File: config.mk
export PLATFORM = sky130hd
export DESIGN_NAME = shake_request_arbiter_flat
export DESIGN_NICKNAME = d
export VERILOG_FILES = /design/src/rtl/shake_arb_if.sv /design/src/rtl/shake_request_arbiter.sv /design/src/flat_wrapper.sv
export SDC_FILE = /design/constraint.sdc
export NUM_CORES = 1
export LEC_CHECK = 0
export BUFFER_PORTS_ARGS = -buffer_cell sky130_fd_sc_hd__buf_2
export CORE_AREA = 2 2 174 176
export DETAILED_ROUTE_END_ITERATION = 12
export DIE_AREA = 0 0 176 178
export GPL_ROUTABILITY_DRIVEN = 1
export HOLD_SLACK_MARGIN = 0.1
export MAX_ROUTING_LAYER = met4
export PLACE_DENSITY_LB_ADDON = 0.12
export SYNTH_ARGS = -nofsm -noshare
export SYNTH_HDL_FRONTEND = slang
export SYNTH_SLANG_ARGS = --single-unit
File: constraint.sdc
create_clock -name clk -period 6.8 [get_ports clk]
set_input_delay 1.02 -clock clk [delete_from_list [all_inputs] [get_ports clk]]
set_output_delay 1.02 -clock clk [all_outputs]
set_load 0.05 [all_outputs]
File: src/rtl/shake_arb_if.sv
// Handshake bundle between two hash requesters, the arbiter and one SHAKE core.
// The slave modport is the arbiter's view; master is the surrounding environment.
interface shake_arb_if #(
  parameter int W = 64
);
  logic [1:0]          req_valid;
  logic [1:0][1:0]     req_mode;
  logic [1:0][31:0]    req_output_size;
  logic [1:0][W-1:0]   req_data;
  logic [1:0]          req_data_valid;
  logic [1:0]          req_data_last;
  logic [1:0]          req_data_ready;
  logic [1:0]          req_grant;
  logic [W-1:0]        req_out_data;
  logic [1:0]          req_out_valid;
  logic [1:0]          req_out_ready;
  logic                core_start;
  logic [1:0]          core_mode;
  logic [31:0]         core_output_size;
  logic [W-1:0]        core_data;
  logic                core_data_valid;
  logic                core_data_last;
  logic                core_data_ready;
  logic [W-1:0]        core_out_data;
  logic                core_out_valid;
  logic                core_out_ready;

  modport slave (
    input  req_valid, req_mode, req_output_size, req_data, req_data_valid, req_data_last,
           req_out_ready, core_data_ready, core_out_data, core_out_valid,
    output req_data_ready, req_grant, req_out_data, req_out_valid, core_start, core_mode,
           core_output_size, core_data, core_data_valid, core_data_last, core_out_ready
  );

  modport master (
    output req_valid, req_mode, req_output_size, req_data, req_data_valid, req_data_last,
           req_out_ready, core_data_ready, core_out_data, core_out_valid,
    input  req_data_ready, req_grant, req_out_data, req_out_valid, core_start, core_mode,
           core_output_size, core_data, core_data_valid, core_data_last, core_out_ready
  );
endinterface

File: src/rtl/shake_request_arbiter.sv
// Round-robin arbiter sharing one SHAKE core between two requesters; an operation
// owns the core from grant through absorb and the full squeeze before release.
module shake_request_arbiter #(
  parameter int W = 64
) (
  input  logic      clk,
  input  logic      rst,
  shake_arb_if.slave bus
);
  localparam int LW = $clog2(W);

  typedef enum logic [1:0] {IDLE, START, ABSORB, SQUEEZE} state_t;

  state_t      state;
  logic [1:0]  grant;
  logic        last_grant;
  logic [31:0] cnt;
  logic [1:0]  mode;
  logic [31:0] size;
  logic        start;
  logic        win;
  logic        abs_xfer, abs_last, sq_xfer;

  // 33-bit sum keeps size 0xFFFFFFFF from wrapping to a tiny word count
  function automatic logic [31:0] words(input logic [31:0] s);
    logic [32:0] sum;
    sum = {1'b0, s} + 33'(W - 1);
    return 32'(sum >> LW);
  endfunction

  always_comb begin
    win = bus.req_valid[1];
    if (bus.req_valid[0] && bus.req_valid[1]) win = ~last_grant;
  end

  // last_grant doubles as the index of the owning requester while granted
  assign abs_xfer = (state == ABSORB) & bus.req_data_valid[last_grant] & bus.core_data_ready;
  assign abs_last = bus.req_data_last[last_grant];
  assign sq_xfer  = (state == SQUEEZE) & bus.core_out_valid & bus.req_out_ready[last_grant];

  always_ff @(posedge clk or posedge rst) begin
    if (rst) begin
      state      <= IDLE;
      grant      <= 2'b00;
      last_grant <= 1'b1;
      cnt        <= '0;
      mode       <= '0;
      size       <= '0;
      start      <= 1'b0;
    end else begin
      start <= 1'b0;
      case (state)
        IDLE: if (|bus.req_valid) begin
          state      <= START;
          grant      <= win ? 2'b10 : 2'b01;
          last_grant <= win;
          mode       <= bus.req_mode[win];
          size       <= bus.req_output_size[win];
          cnt        <= words(bus.req_output_size[win]);
          start      <= 1'b1;
        end
        START: state <= ABSORB;
        ABSORB: if (abs_xfer && abs_last) begin
          if (cnt == '0) begin
            state <= IDLE;
            grant <= 2'b00;
          end else begin
            state <= SQUEEZE;
          end
        end
        SQUEEZE: if (sq_xfer) begin
          cnt <= cnt - 32'd1;
          if (cnt == 32'd1) begin
            state <= IDLE;
            grant <= 2'b00;
          end
        end
        default: state <= IDLE;
      endcase
    end
  end

  assign bus.req_grant        = grant;
  assign bus.core_start       = start;
  assign bus.core_mode        = mode;
  assign bus.core_output_size = size;
  assign bus.core_data        = bus.req_data[last_grant];
  assign bus.req_out_data     = bus.core_out_data;

  always_comb begin
    bus.core_data_valid = 1'b0;
    bus.core_data_last  = 1'b0;
    bus.req_data_ready  = 2'b00;
    bus.req_out_valid   = 2'b00;
    bus.core_out_ready  = 1'b0;
    if (state == ABSORB) begin
      bus.core_data_valid            = bus.req_data_valid[last_grant];
      bus.core_data_last             = bus.req_data_last[last_grant];
      bus.req_data_ready[last_grant] = bus.core_data_ready;
    end
    if (state == SQUEEZE) begin
      bus.req_out_valid[last_grant] = bus.core_out_valid;
      bus.core_out_ready            = bus.req_out_ready[last_grant];
    end
  end
endmodule

File: src/flat_wrapper.sv
// flat-port wrapper written by rule: the top's interface ports become plain ports
module shake_request_arbiter_flat 
#(
  parameter int W = 64
)
  (clk, rst, bus_req_valid, bus_req_mode, bus_req_output_size, bus_req_data, bus_req_data_valid, bus_req_data_last, bus_req_out_ready, bus_core_data_ready, bus_core_out_data, bus_core_out_valid, bus_req_data_ready, bus_req_grant, bus_req_out_data, bus_req_out_valid, bus_core_start, bus_core_mode, bus_core_output_size, bus_core_data, bus_core_data_valid, bus_core_data_last, bus_core_out_ready);
  shake_arb_if #(.W(W)) bus_i ();
  input  logic clk;
  input  logic rst;
  input wire logic [$bits(bus_i.req_valid)-1:0] bus_req_valid;
  input wire logic [$bits(bus_i.req_mode)-1:0] bus_req_mode;
  input wire logic [$bits(bus_i.req_output_size)-1:0] bus_req_output_size;
  input wire logic [$bits(bus_i.req_data)-1:0] bus_req_data;
  input wire logic [$bits(bus_i.req_data_valid)-1:0] bus_req_data_valid;
  input wire logic [$bits(bus_i.req_data_last)-1:0] bus_req_data_last;
  input wire logic [$bits(bus_i.req_out_ready)-1:0] bus_req_out_ready;
  input wire logic [$bits(bus_i.core_data_ready)-1:0] bus_core_data_ready;
  input wire logic [$bits(bus_i.core_out_data)-1:0] bus_core_out_data;
  input wire logic [$bits(bus_i.core_out_valid)-1:0] bus_core_out_valid;
  output wire logic [$bits(bus_i.req_data_ready)-1:0] bus_req_data_ready;
  output wire logic [$bits(bus_i.req_grant)-1:0] bus_req_grant;
  output wire logic [$bits(bus_i.req_out_data)-1:0] bus_req_out_data;
  output wire logic [$bits(bus_i.req_out_valid)-1:0] bus_req_out_valid;
  output wire logic [$bits(bus_i.core_start)-1:0] bus_core_start;
  output wire logic [$bits(bus_i.core_mode)-1:0] bus_core_mode;
  output wire logic [$bits(bus_i.core_output_size)-1:0] bus_core_output_size;
  output wire logic [$bits(bus_i.core_data)-1:0] bus_core_data;
  output wire logic [$bits(bus_i.core_data_valid)-1:0] bus_core_data_valid;
  output wire logic [$bits(bus_i.core_data_last)-1:0] bus_core_data_last;
  output wire logic [$bits(bus_i.core_out_ready)-1:0] bus_core_out_ready;
  assign bus_i.req_valid = bus_req_valid;
  assign bus_i.req_mode = bus_req_mode;
  assign bus_i.req_output_size = bus_req_output_size;
  assign bus_i.req_data = bus_req_data;
  assign bus_i.req_data_valid = bus_req_data_valid;
  assign bus_i.req_data_last = bus_req_data_last;
  assign bus_i.req_out_ready = bus_req_out_ready;
  assign bus_i.core_data_ready = bus_core_data_ready;
  assign bus_i.core_out_data = bus_core_out_data;
  assign bus_i.core_out_valid = bus_core_out_valid;
  assign bus_req_data_ready = bus_i.req_data_ready;
  assign bus_req_grant = bus_i.req_grant;
  assign bus_req_out_data = bus_i.req_out_data;
  assign bus_req_out_valid = bus_i.req_out_valid;
  assign bus_core_start = bus_i.core_start;
  assign bus_core_mode = bus_i.core_mode;
  assign bus_core_output_size = bus_i.core_output_size;
  assign bus_core_data = bus_i.core_data;
  assign bus_core_data_valid = bus_i.core_data_valid;
  assign bus_core_data_last = bus_i.core_data_last;
  assign bus_core_out_ready = bus_i.core_out_ready;
  shake_request_arbiter #(.W(W)) u_core (.clk(clk), .rst(rst), .bus(bus_i));
endmodule
# Yosys cells after proc, flatten, opt, wreduce, memory -nomap -nowiden
# Cells that the tools add are included.
# word_totals
regBits	72
in_bits	272
output_inout_bits	172
elab_cells	76
# op_classes
n_addsub	2
magnitude_cmp	3
eq_ne	9
n_mux	36
n_bitwise	7
reduce_logical	12
# ops
operator	count
32-bit two-way mux	4
64-bit two-way mux	2
32-bit one-hot mux with 2 select lines	1
32-bit by 6-bit adder with 33-bit output (second input constant)	1
32-bit by 1-bit == test with 1-bit output (second input constant)	1
32-bit logical NOT	1
32-bit by 1-bit subtractor with 32-bit output (second input constant)	1
2-bit two-way mux	13
1-bit two-way mux	13
2-bit one-hot mux with 4 select lines	1
2-bit inequality test (second input constant)	3
2-bit one-hot mux with 3 select lines	1
6-bit AND reduction	1
1-bit AND	4
2-bit AND	2
2-bit == test (second input constant)	2
1-bit by 2-bit less-than comparator with 1-bit output (second input constant)	2
2-bit by 1-bit inequality test with 1-bit output (second input constant)	2
4-bit AND reduction	1
1-bit logical AND	3
3-bit AND reduction	1
3-bit nonzero test	1
2-bit by 1-bit == test with 1-bit output (second input constant)	1
2-bit logical NOT	1
other kinds (6)	6

# Depth between registers and ports, before layout
# logic_depth
ltp_word	7
mapped_depth	9
ltp_nobuf	8

# Worst setup path before layout
# OpenSTA, ideal clock, no wires.
# synth_path
path_kind	input to output
start	input bus_req_data_valid[1]
end	output bus_core_data_valid
arrival_time_ns	1.794
t_required_ns	5.780
setup_slack_ns	3.986
stages	2
n_path_buf	0
path_cell_list	mux2i_1 nor2b_1
# synth_between
elab_chain_cells	3
# synth_lines
element	line	rtl
start, declared	flat_wrapper.sv:14	input wire logic [$bits(bus_i.req_data_valid)-1:0] bus_req_data_valid;
1-bit two-way mux (implied by the code) (2 in series)	shake_request_arbiter.sv:97	bus.core_data_valid = bus.req_data_valid[last_grant];
1-bit two-way mux	shake_request_arbiter.sv:96	if (state == ABSORB) begin
end, declared	flat_wrapper.sv:28	output wire logic [$bits(bus_i.core_data_valid)-1:0] bus_core_data_valid;
# No other way between the ends. The select of a mux whose other input is x is not followed.

# Worst setup path in the final report
# layout_path
start	register u_core.last_grant
end	register u_core.cnt[21]
# layout_between
elab_chain_cells	7
elab_cells_between_ends	12
classes_between	add/sub (1); eq/ne (1); mux (7); bitwise (2); reduce/logical (1)
# layout_lines
element	line	rtl
start, declared	shake_request_arbiter.sv:16	logic last_grant;
start signal, assigned	shake_request_arbiter.sv:56	last_grant <= win;
1-bit inverter	shake_request_arbiter.sv:33	if (bus.req_valid[0] && bus.req_valid[1]) win = ~last_grant;
1-bit two-way mux	shake_request_arbiter.sv:33	
32-bit two-way mux (implied by the code) (2 in series)	shake_request_arbiter.sv:59	cnt <= words(bus.req_output_size[win]);
32-bit by 6-bit adder with 33-bit output	shake_request_arbiter.sv:27	sum = {1'b0, s} + 33'(W - 1);
32-bit two-way mux	shake_request_arbiter.sv:53	IDLE: if (|bus.req_valid) begin
32-bit one-hot mux with 2 select lines	shake_request_arbiter.sv:52	case (state)
end signal, assigned	shake_request_arbiter.sv:59	
end signal, assigned	shake_request_arbiter.sv:72	cnt <= cnt - 32'd1;
end, declared	shake_request_arbiter.sv:17	logic [31:0] cnt;
# Parallel ways exist; a longest one is shown, timed or not. The select of a mux whose other input is x is not followed.
# A chain may end at the register's enable or synchronous reset.

==> results.md <==
- CTS tree: done
- Placed cells: 1315
- DIE HEIGHT: 178 um
- H-tree levels: 3
- Vias in the first global route: 6106
- Outcome: completed
- Final setup margin: 3.010 ns
- Nets: 1214
- Synth cell types: 66
- Setup Skew: 0.006145 ns
- Setup TNS: 0 ns
- P per Cell Area: 469.9 nW/um2
- Non-Filler Instances: 1334
- Combined flip-flop and latch cell area: 1807 um2
- GRT Util Overall: 0.1888
- Async S/R FF share, synth: 1.000
- Core Util, Final: 0.2654
- Tcrit/Tclk final: 0.5574
- I/O Pins: 444
- Share of layout cells above drive strength 1: 0.4559
- Number of port buffers: 315
- Worst-margin pin slew: 1.082 ns
- Drt first pass iters: 4
- Vias per inst: 4.693
- Hold Fails Final Rpt: 0
- Post-cts sizing count: 0
- Rel. slew slack: 0.2768
- Initial DRC count: 289
- Max clock buf depth: 2
- Starting Density: 0.2052
- Area Overhead vs Synth: 29.34%
- Dpl hpwl: 24.37 mm
- Hold_buf cts: 0
- Leading area contributor after synthesis: dfrtp_1
- Mapped Cells: 706
- CP Max Fanout: 76
- Min cycle time layout: 3.790 ns
- WP data required: 6.98 ns
- Tot Pwr: 3.667 mW
- Final ANT Viol Nets: 0
- Die area: 31330 um2
- Final instance area: 7804 um2
- Maximum clock rate: 263.9 MHz
- First-pass GRT wire length: 41.94 mm
- Area of the multi-input gates: 3545 um2
- Worst skew pair latency: 0.35 ns
- Placed cell areas: 7522 um2
- Place WS: 2.921 ns
- Critical path type: reg -> reg
- Synthesized area per cell: 8.546 um2
- Endpoints failing setup: 0
- # fillers: 3261
- Routed via count: 6260
- Worst path cell trace: mux2_2 -> o2111a_1 -> nand2_1 -> o311a_1 -> nor3_1 -> o21ai_0
- Cts bufs inserted: 9
- CP peak stage delay: 1.18 ns
- Post-Syn Area: 6033 um2
- CTS sink cnt: 72
- Post-synth EDFFs: 0
- Site row count: 63
- Root Buffer: clkbuf_16
- Die Span X: 176 um
- Setup crit start kind: register
- DR DRC count: 0
- Initial antenna violation count: 9
- Yosys warns: 0
- GRT met1 Usage: 0.2374
- Register clock-pin slew on the reported worst setup and hold paths: 0.06 ns
- RSZ-0062 raised after global routing: no
- Top Usage Layer GRT: met2
- Slew Viols, Final: 0
- Slowest CP cell: dfstp_4
- Dominant synthesized flop cell: dfrtp_1
- Core area: 29400 um2
- Met2 usage: 0.2953
- Largest cells by area after synthesis: dfrtp_1 (29%), mux2_2 (13%), buf_4 (8.1%)
- Pin count of the biggest net entering global routing: 77
- GPL Wtd Cong: 0.8639
- Sequential share of the synthesized area: 0.2988
- Global route overflow: 0
- Max-Cap Viols: 0
- Total Wirelength: 29.29 mm
- Hold_ws: 0.4775 ns
- LEAKAGE: 3.620 nW
- Syn nets: 984
- Routed WL per cell: 21.95 um
- Crit path DAT: 3.97 ns
- Postcts setup bufs: 0
- Met3 global-route usage: 0.05946
- Seq cells post-synth: 72
- Hold Crit Class: reg -> reg
- Peak VDD IR: 186.1 uV
- Crit end category: register
- Post-synth top area share: 0.2945
[where the power goes]
part / switching [mW] / internal [mW]
clock network: 0.206 / 0.246
registers: 0.249 / 0.632
logic: 1.65 / 0.686
total: 2.10 / 1.56
[final cells by class]
cell class,instances,area share
Multi-Input combinational cell,517,0.4542
Tap cell,390,0.06253
Sequential cell,72,0.2315
Timing Repair Buffer,322,0.2088
Clock inverter,7,0.006253
Inverter,14,0.006894
Clock buffer,9,0.02886
Antenna cell,3,0.0009620
[layer usage]
| layer | part of all wire | vias up | wire length, um |
|---|---|---|---|
| met5 | 0 | - | 0 |
| met4 | 0.016 | 0 | 473 |
| met3 | 0.096 | 22 | 2825 |
| met2 | 0.45 | 297 | 13060 |
| met1 | 0.44 | 2968 | 12920 |
| li1 | - | 2973 | - |
[cell usage in the layout (no fill, tap or decap), drive strengths merged, types with 6 or more instances in the layout]
cell / netlist / final
nand2: 78 / 78
nor2: 30 / 30
mux2: 69 / 69
clkbuf: 18 / 9
or3: 7 / 7
buf: 85 / 322
dfrtp: 71 / 71
xor2: 10 / 10
o21ai: 70 / 70
mux2i: 35 / 35
a31oi: 12 / 12
inv: 14 / 13
xnor2: 6 / 6
nor3: 26 / 26
nand4: 10 / 10
a21oi: 25 / 25
nand3: 30 / 30
nor4: 23 / 23
ha: 6 / 6
o31ai: 7 / 7
and3: 6 / 6
[state kept, by name, summed over array words and instances, names as in the netlist]
signal                       count
u_core.cnt                      32
u_core.bus.req_grant             2
u_core.bus.core_start            1
u_core.last_grant                1
u_core.bus.core_mode             2
u_core.bus.core_output_size     32
u_core.state                     2
[cell usage after synthesis, types with 2 or more instances]
library cell   n
a211o_1        4
a21o_1         4
a21oi_1       25
a221oi_1       2
a22oi_1        2
a31oi_1       12
and3_1         6
and3b_1        2
buf_1          8
buf_2         11
buf_4         65
clkbuf_1      18
dfrtp_1       71
ha_1           6
inv_1         14
mux2_2        69
mux2i_1       34
nand2_1       78
nand2b_1       2
nand3_1       30
nand3b_1       2
nand4_1       10
nor2_1        30
nor2b_1        4
nor3_1        25
nor3b_1        2
nor4_1        21
o21a_1         3
o21ai_0       70
o221ai_1       2
o22ai_1        3
o311a_1        2
o31a_1         2
o31ai_1        7
o41ai_1        2
or2_2          4
or3_1          7
or3b_2         3
or4_1          3
xnor2_1        6
xor2_1        10
[worst max-delay path, delay by kind of cell (launching register included)]
| family | cells | cell delay [ns] |
|---|---|---|
| flip-flops | 1 | 1.18 |
| multiplexers | 1 | 0.35 |
| AO/OA/AOI/OAI | 3 | 1.10 |
| AND/OR/NAND/NOR | 2 | 0.98 |
[path summary, 6_finish.rpt]
| kind | from | end | slack (ns) | cells after the start |
|---|---|---|---|---|
| max | u_core.last_grant | u_core.cnt[21] | 3.01 | 6 |
| min | u_core.bus.core_output_size[18] | u_core.bus.core_output_size[18] | 0.48 | 2 |
| max reg2reg | u_core.last_grant | u_core.cnt[21] | 3.01 | 6 |
| min reg2reg | u_core.bus.core_output_size[18] | u_core.bus.core_output_size[18] | 0.48 | 2 |
| max in group asynchronous | rst | u_core.bus.core_output_size[20] | 5.10 | 3 |
| min in group asynchronous | rst | u_core.state[0] | 0.68 | 2 |
[cells by family after synthesis]
| logic type | after synthesis | synth area share |
|---|---|---|
| flops | 72 | 0.2988 |
| buf+inv | 117 | 0.1168 |
| mux | 104 | 0.1875 |
| fa+ha+maj | 6 | 0.01244 |
| xor+xnor | 16 | 0.02323 |
| simple gates | 239 | 0.2045 |
| compound gates | 152 | 0.1568 |
Power figures use the tool's default switching activity.
